`src/rtl/unit_a_sequencer.sv`:
```
// Command-driven sequencer for the 32-bit arithmetic unit unit_a: registers operands,
// waits SETTLE cycles per iteration, optionally feeds S back into A, returns the result.

module unit_a (
  input  logic [31:0] a,
  input  logic [31:0] b,
  input  logic [3:0]  f,
  output logic [31:0] s,
  output logic        c_out
);
  // Subtraction is A + ~B + 1, so c_out reads as "no borrow".
  always_comb begin
    // NOTE: every output gets a default first so no path through the case infers a latch.
    {c_out, s} = {1'b0, a} + {1'b0, b};
    case (f)
      4'b0101: {c_out, s} = {1'b0, a} + {1'b0, ~b} + 33'd1;
      4'b0110: begin
        s     = ~a;
        c_out = 1'b0;
      end
      4'b0111: {c_out, s} = {1'b0, a} + 33'd1;
      default: ;
    endcase
  end
endmodule

module unit_a_sequencer #(
  parameter int SETTLE = 2,
  parameter int CNT_W  = 4
) (
  input  logic             clk,
  input  logic             rst,
  input  logic             cmd_valid,
  output logic             cmd_ready,
  input  logic [1:0]       cmd_op,
  input  logic [31:0]      cmd_a,
  input  logic [31:0]      cmd_b,
  input  logic [CNT_W-1:0] cmd_cnt,
  output logic             rsp_valid,
  input  logic             rsp_ready,
  output logic [31:0]      rsp_s,
  output logic             rsp_carry,
  output logic             rsp_carry_any,
  output logic             busy
);
  localparam int SET_W = (SETTLE > 1) ? $clog2(SETTLE) : 1;

  typedef enum logic [1:0] {IDLE, DRIVE, DONE} state_t;

  state_t             state, state_nxt;
  logic [31:0]        u_a, u_b, s;
  logic [3:0]         u_f;
  logic [CNT_W-1:0]   iter;
  logic [SET_W-1:0]   settle;
  logic               sticky, c_out;
  logic               settle_done, last_iter;

  unit_a u_unit_a (
    .a     (u_a),
    .b     (u_b),
    .f     (u_f),
    .s     (s),
    .c_out (c_out)
  );

  assign settle_done = (settle == '0);
  assign last_iter   = (iter == '0);
  assign cmd_ready   = (state == IDLE) && !rst;
  assign rsp_valid   = (state == DONE);
  assign busy        = (state != IDLE);

  // NOTE: sequential state uses non-blocking assignments so every register samples pre-edge values.
  always_ff @(posedge clk) begin
    if (rst) state <= IDLE;
    else     state <= state_nxt;
  end

  always_comb begin
    state_nxt = state;
    case (state)
      IDLE:    if (cmd_valid)                  state_nxt = DRIVE;
      DRIVE:   if (settle_done && last_iter)   state_nxt = DONE;
      DONE:    if (rsp_ready)                  state_nxt = IDLE;
      default:                                 state_nxt = IDLE;
    endcase
  end

  always_ff @(posedge clk) begin
    if (rst) begin
      u_a           <= '0;
      u_b           <= '0;
      u_f           <= 4'b0100;
      iter          <= '0;
      settle        <= '0;
      sticky        <= 1'b0;
      rsp_s         <= '0;
      rsp_carry     <= 1'b0;
      rsp_carry_any <= 1'b0;
    end else begin
      case (state)
        IDLE: if (cmd_valid) begin
          u_a    <= cmd_a;
          u_b    <= cmd_b;
          u_f    <= {2'b01, cmd_op};
          iter   <= cmd_cnt;
          settle <= SET_W'(SETTLE - 1);
          sticky <= 1'b0;
        end
        DRIVE: begin
          if (!settle_done) begin
            settle <= settle - 1'b1;
          end else if (!last_iter) begin
            // Feed the settled result back as the next A operand.
            u_a    <= s;
            sticky <= sticky | c_out;
            iter   <= iter - 1'b1;
            settle <= SET_W'(SETTLE - 1);
          end else begin
            rsp_s         <= s;
            rsp_carry     <= c_out;
            rsp_carry_any <= sticky | c_out;
          end
        end
        default: ;
      endcase
    end
  end
endmodule

```
`config.mk`:
```
export PLATFORM = sky130hd
export DESIGN_NAME = unit_a_sequencer
export DESIGN_NICKNAME = d
export VERILOG_FILES = /design/src/rtl/unit_a_sequencer.sv
export SDC_FILE = /design/constraint.sdc
export NUM_CORES = 1
export LEC_CHECK = 0
export CORE_AREA = 10 10 158 160
export DETAILED_ROUTE_END_ITERATION = 7
export DIE_AREA = 0 0 168 170
export GPL_TIMING_DRIVEN = 0
export SKIP_LAST_GASP = 1
export SYNTH_ARGS = -nofsm -noshare
export SYNTH_HDL_FRONTEND = slang
export SYNTH_SLANG_ARGS = --single-unit
```
`constraint.sdc`:
```
create_clock -name clk -period 3.9 [get_ports clk]
set_clock_uncertainty 0.15 [all_clocks]
set_input_delay 0.39 -clock clk [delete_from_list [all_inputs] [get_ports clk]]
set_output_delay 0.39 -clock clk [all_outputs]
set_load 0.05 [all_outputs]
```
==> results.py <==
metrics = {
    "status": {
        "status": "finished clean",
    },
    "critical_path": {
        "cp_data_required_time_ns": 4.01,
        "path_class": "reg2reg",
        "regToRegSetupSlack_ns": 0.17,
        "cp_slowest_cell": "o41a_1",
        "crit_path_max_incr_delay_ns": 0.47,
        "crit_path_end_kind": "register",
        "arrival_ns": 3.85,
        "start_kind": "register",
        "cp_max_fo": 7,
        "path_cells": "ha_1 > buf_2 > nor2_1 > a211oi_2 > nor4_1 > o41a_1 > o21ai_0 > a21oi_1 > o31ai_1 > xor2_1 > mux2i_1 > o41ai_1",
    },
    "sta": {
        "hold_slack_ns": 0.3096,
        "fmax_mhz": 267.9,
        "setup_tns_ns": 0,
        "period_minus_slack_ns": 3.733,
        "relSlewSlack_pct": 39.79,
        "setup_viol_count_final": 0,
        "rsz0062_at_grt": "yes",
        "tightest_slew_ns": 0.8949,
        "fin_crit_sh_pct": 95.72,
        "final-max-slew-violation-count": 0,
        "final_hold_viol_count": 0,
    },
    "global_routing": {
        "grt_overflow": 0,
        "antenna_found_initial": 0,
        "grt_max_degree": 20,
        "grt_pass1_vias": 9183,
        "grt_usage_pct": 24.27,
        "grt_pass1_wl_um": 54710,
    },
    "synthesis": {
        "synth_xor_area_share_pct": 5.498,
        "synth_seq_area_share_pct": 25.13,
        "async_flop_share_pct": 0,
        "postSynthAreaPerCell_sq_um": 7.092,
        "syn-num-nets": 1356,
        "synthCells": 1213,
        "synth_area_sq_um": 8602,
        "ys.flop_type": "dfxtp_1",
        "synth_edf_count": 0,
        "synth_top_family_by_area": "compound AO/OA/AOI/OAI gates",
        "yosys.area_share.simple_pct": 21.13,
        "synth_mux_area_share_pct": 0.9600,
        "synth_compound_area_share_pct": 30.02,
        "yosysWarningCount": 0,
        "ys_seq_elements": 108,
        "post_synth_num_cell_types": 66,
        "synthAdderAreaFrac_pct": 10.21,
    },
    "power_and_ir_drop": {
        "intPower_mw": 2.503,
        "p_clk_share_pct": 19.9,
        "power_switching_mw": 2.259,
        "swShare_pct": 47.44,
        "leakagePower_nw": 3.891,
        "power_density_nw_per_um2": 459.5,
        "seq_power_share_pct": 30.5,
        "vdd_drop_max_v": 0.0002288,
        "combPwrFrac_pct": 49.7,
    },
    "routing": {
        "routedWlPerCell_um": 22.31,
        "route.detailed.drc": 0,
        "viasPerCell": 5.911,
        "drtPass1Iterations": 6,
        "vias": 9558,
        "ant_nets": 0,
        "drt-total-wl_um": 36080,
        "drtIter0Drc": 863,
    },
    "die": {
        "die_area_sq_um": 28560,
        "initial_utilization_pct": 39.66,
        "core-area_sq_um": 21690,
        "ioPinCount": 111,
        "die_w_um": 168,
        "die_height_um": 170,
        "num_rows": 54,
    },
    "cts": {
        "cts.reportedPaths.clkPinSlew_ns": 0.08,
        "clockBufferDepth": 2,
        "clock_sinks": 108,
        "ctsRootBufferMaster": "clkbuf_16",
        "hold_buffers": 0,
        "h-tree-depth": 3,
        "cts_tree": "done",
        "cts_buffers": 9,
        "clock_latency_ns": 0.37,
    },
    "hold_path": {
        "hp-class": "reg2reg",
    },
    "place": {
        "dp_hpwl_um": 28680,
        "globalplace.congestion": 0.9537,
        "io_buffers": 109,
    },
    "layout": {
        "n_fill_cell": 2280,
        "area_delta_synth_final_pct": 20.47,
        "antenna_cells": 0,
        "drive_above_1_share_pct": 3.665,
        "fin_nets": 1476,
    },
    "flow_run": {
        "drv_cap": 0,
    },
}
-- placed cells by master (no fill, tap or decap), types with 4 or more instances in the layout --
master / instances
a211oi_1: 28
a21o_1: 9
a21oi_1: 150
a22oi_1: 7
a31oi_1: 12
and3_1: 9
and4_1: 6
buf_1: 4
buf_2: 7
clkbuf_1: 61
clkbuf_16: 9
clkdlybuf4s50_1: 109
clkinv_4: 4
dfxtp_1: 108
ha_1: 67
inv_1: 83
mux2i_1: 6
nand2_1: 147
nand2b_1: 10
nand3_1: 19
nand4_1: 13
nor2_1: 123
nor2b_1: 10
nor3_1: 44
nor4_1: 7
o211ai_1: 12
o21a_1: 8
o21ai_0: 82
o21bai_1: 6
o221ai_1: 17
o22ai_1: 6
o31a_1: 8
o31ai_1: 17
or2_2: 4
or3_1: 5
xnor2_1: 33
xor2_1: 21
-- metal layers --
| layer | vias to the layer above | GRT usage, % | share of wire (%) |
|---|---|---|---|
| li1 | 4550 | - | - |
| met1 | 4564 | 30.26 | 43 |
| met2 | 382 | 40.97 | 47 |
| met3 | 62 | 3.248 | 5.9 |
| met4 | 0 | 10.67 | 4.2 |
| met5 | - | 0 | 0 |
-- per-stage QoR --
| stage | instances | instance area, sq um | util [%] | setup slack, ns | power (mW) |
|---|---|---|---|---|---|
| CTS | 1618 | 10340 | 47.69 | 0.09930 | 4.719 |
| finish | 1617 | 10360 | 47.78 | 0.1670 | 4.762 |
| global placement | 1602 | 10040 | 46.31 | -0.1131 | 3.774 |
| floorplan | 1213 | 8602 | - | 0.7758 | 2.961 |
| detailed placement | 1602 | 10040 | 46.31 | -0.1033 | 3.772 |
| global route | 1617 | 10360 | 47.78 | -0.01052 | 5.029 |
-- worst max-delay path: cells and delay by family, from the launching register on --
family          cells  cell delay, ns
flops               1            0.40
buf+inv             1            0.17
xor+xnor            1            0.26
simple gates        2            0.19
fa+ha+maj           1            0.31
compound gates      6            1.94
mux                 1            0.19
-- registers in the layout (all words and copies together), names as in the netlist --
register,count
iter,4
u_f,2
sticky,1
rsp_s,32
u_b,32
settle,1
rsp_carry_any,1
rsp_carry,1
state,2
u_a,32
-- final cells by class --
| class | count | area, sq um | area share [%] |
|---|---|---|---|
| buffer | 73 | 284.0 | 2.741 |
| clock buffer | 9 | 225.2 | 2.173 |
| clock inverter | 6 | 57.56 | 0.5554 |
| inverter | 85 | 319.1 | 3.079 |
| multi-input combinational | 946 | 5866 | 56.60 |
| sequential | 108 | 2162 | 20.86 |
| tap | 280 | 350.3 | 3.381 |
| timing repair buffer | 110 | 1099 | 10.60 |
-- cell usage after synthesis, types with 18 or more instances --
| cell type | number | area (sq um) |
|---|---|---|
| clkbuf_1 | 63 | 236.5 |
| xor2_1 | 21 | 183.9 |
| nand2_1 | 147 | 551.8 |
| o31ai_1 | 18 | 135.1 |
| ha_1 | 67 | 838.3 |
| nand3_1 | 19 | 95.09 |
| dfxtp_1 | 108 | 2162 |
| a21oi_1 | 151 | 755.7 |
| a211oi_1 | 28 | 210.2 |
| inv_1 | 83 | 311.6 |
| o21ai_0 | 84 | 420.4 |
| nor2_1 | 123 | 461.7 |
| nor3_1 | 45 | 225.2 |
| xnor2_1 | 33 | 289.0 |
-- power by group through the flow --
stage | Clock, mW | Combinational, mW | Sequential [mW]
CTS | 0.953 | 2.32 | 1.45
detailed placement | 0 | 2.30 | 1.47
global route | 0.988 | 2.58 | 1.47
floorplan | 0 | 1.44 | 1.52
finish | 0.945 | 2.37 | 1.45
global placement | 0 | 2.31 | 1.47
-- logic make-up after synthesis --
family | after synthesis
AOI/OAI and AO/OA | 409
xor gates and xnor gates | 54
adders and majority gates | 69
buffers and inverters | 159
DFF | 108
muxes | 7
and+or+nand+nor | 407
-- final timing paths --
path                            depth (start not counted)                   start                      to
worst max-delay path                                   12     u_a[3]$_SDFFE_PP0P_    u_a[30]$_SDFFE_PP0P_
worst min-delay path                                    2  rsp_s[10]$_SDFFE_PP0P_  rsp_s[10]$_SDFFE_PP0P_
worst max register to register                         12     u_a[3]$_SDFFE_PP0P_    u_a[30]$_SDFFE_PP0P_
worst min register to register                          2  rsp_s[10]$_SDFFE_PP0P_  rsp_s[10]$_SDFFE_PP0P_
-- timing repair --
action,CTS,global route
gates resized for setup,3,11
endpoints found under the setup margin,7,18
buffers inserted,1,0
pin swaps,1,0
No activity file was read; power rests on OpenSTA's default activity.
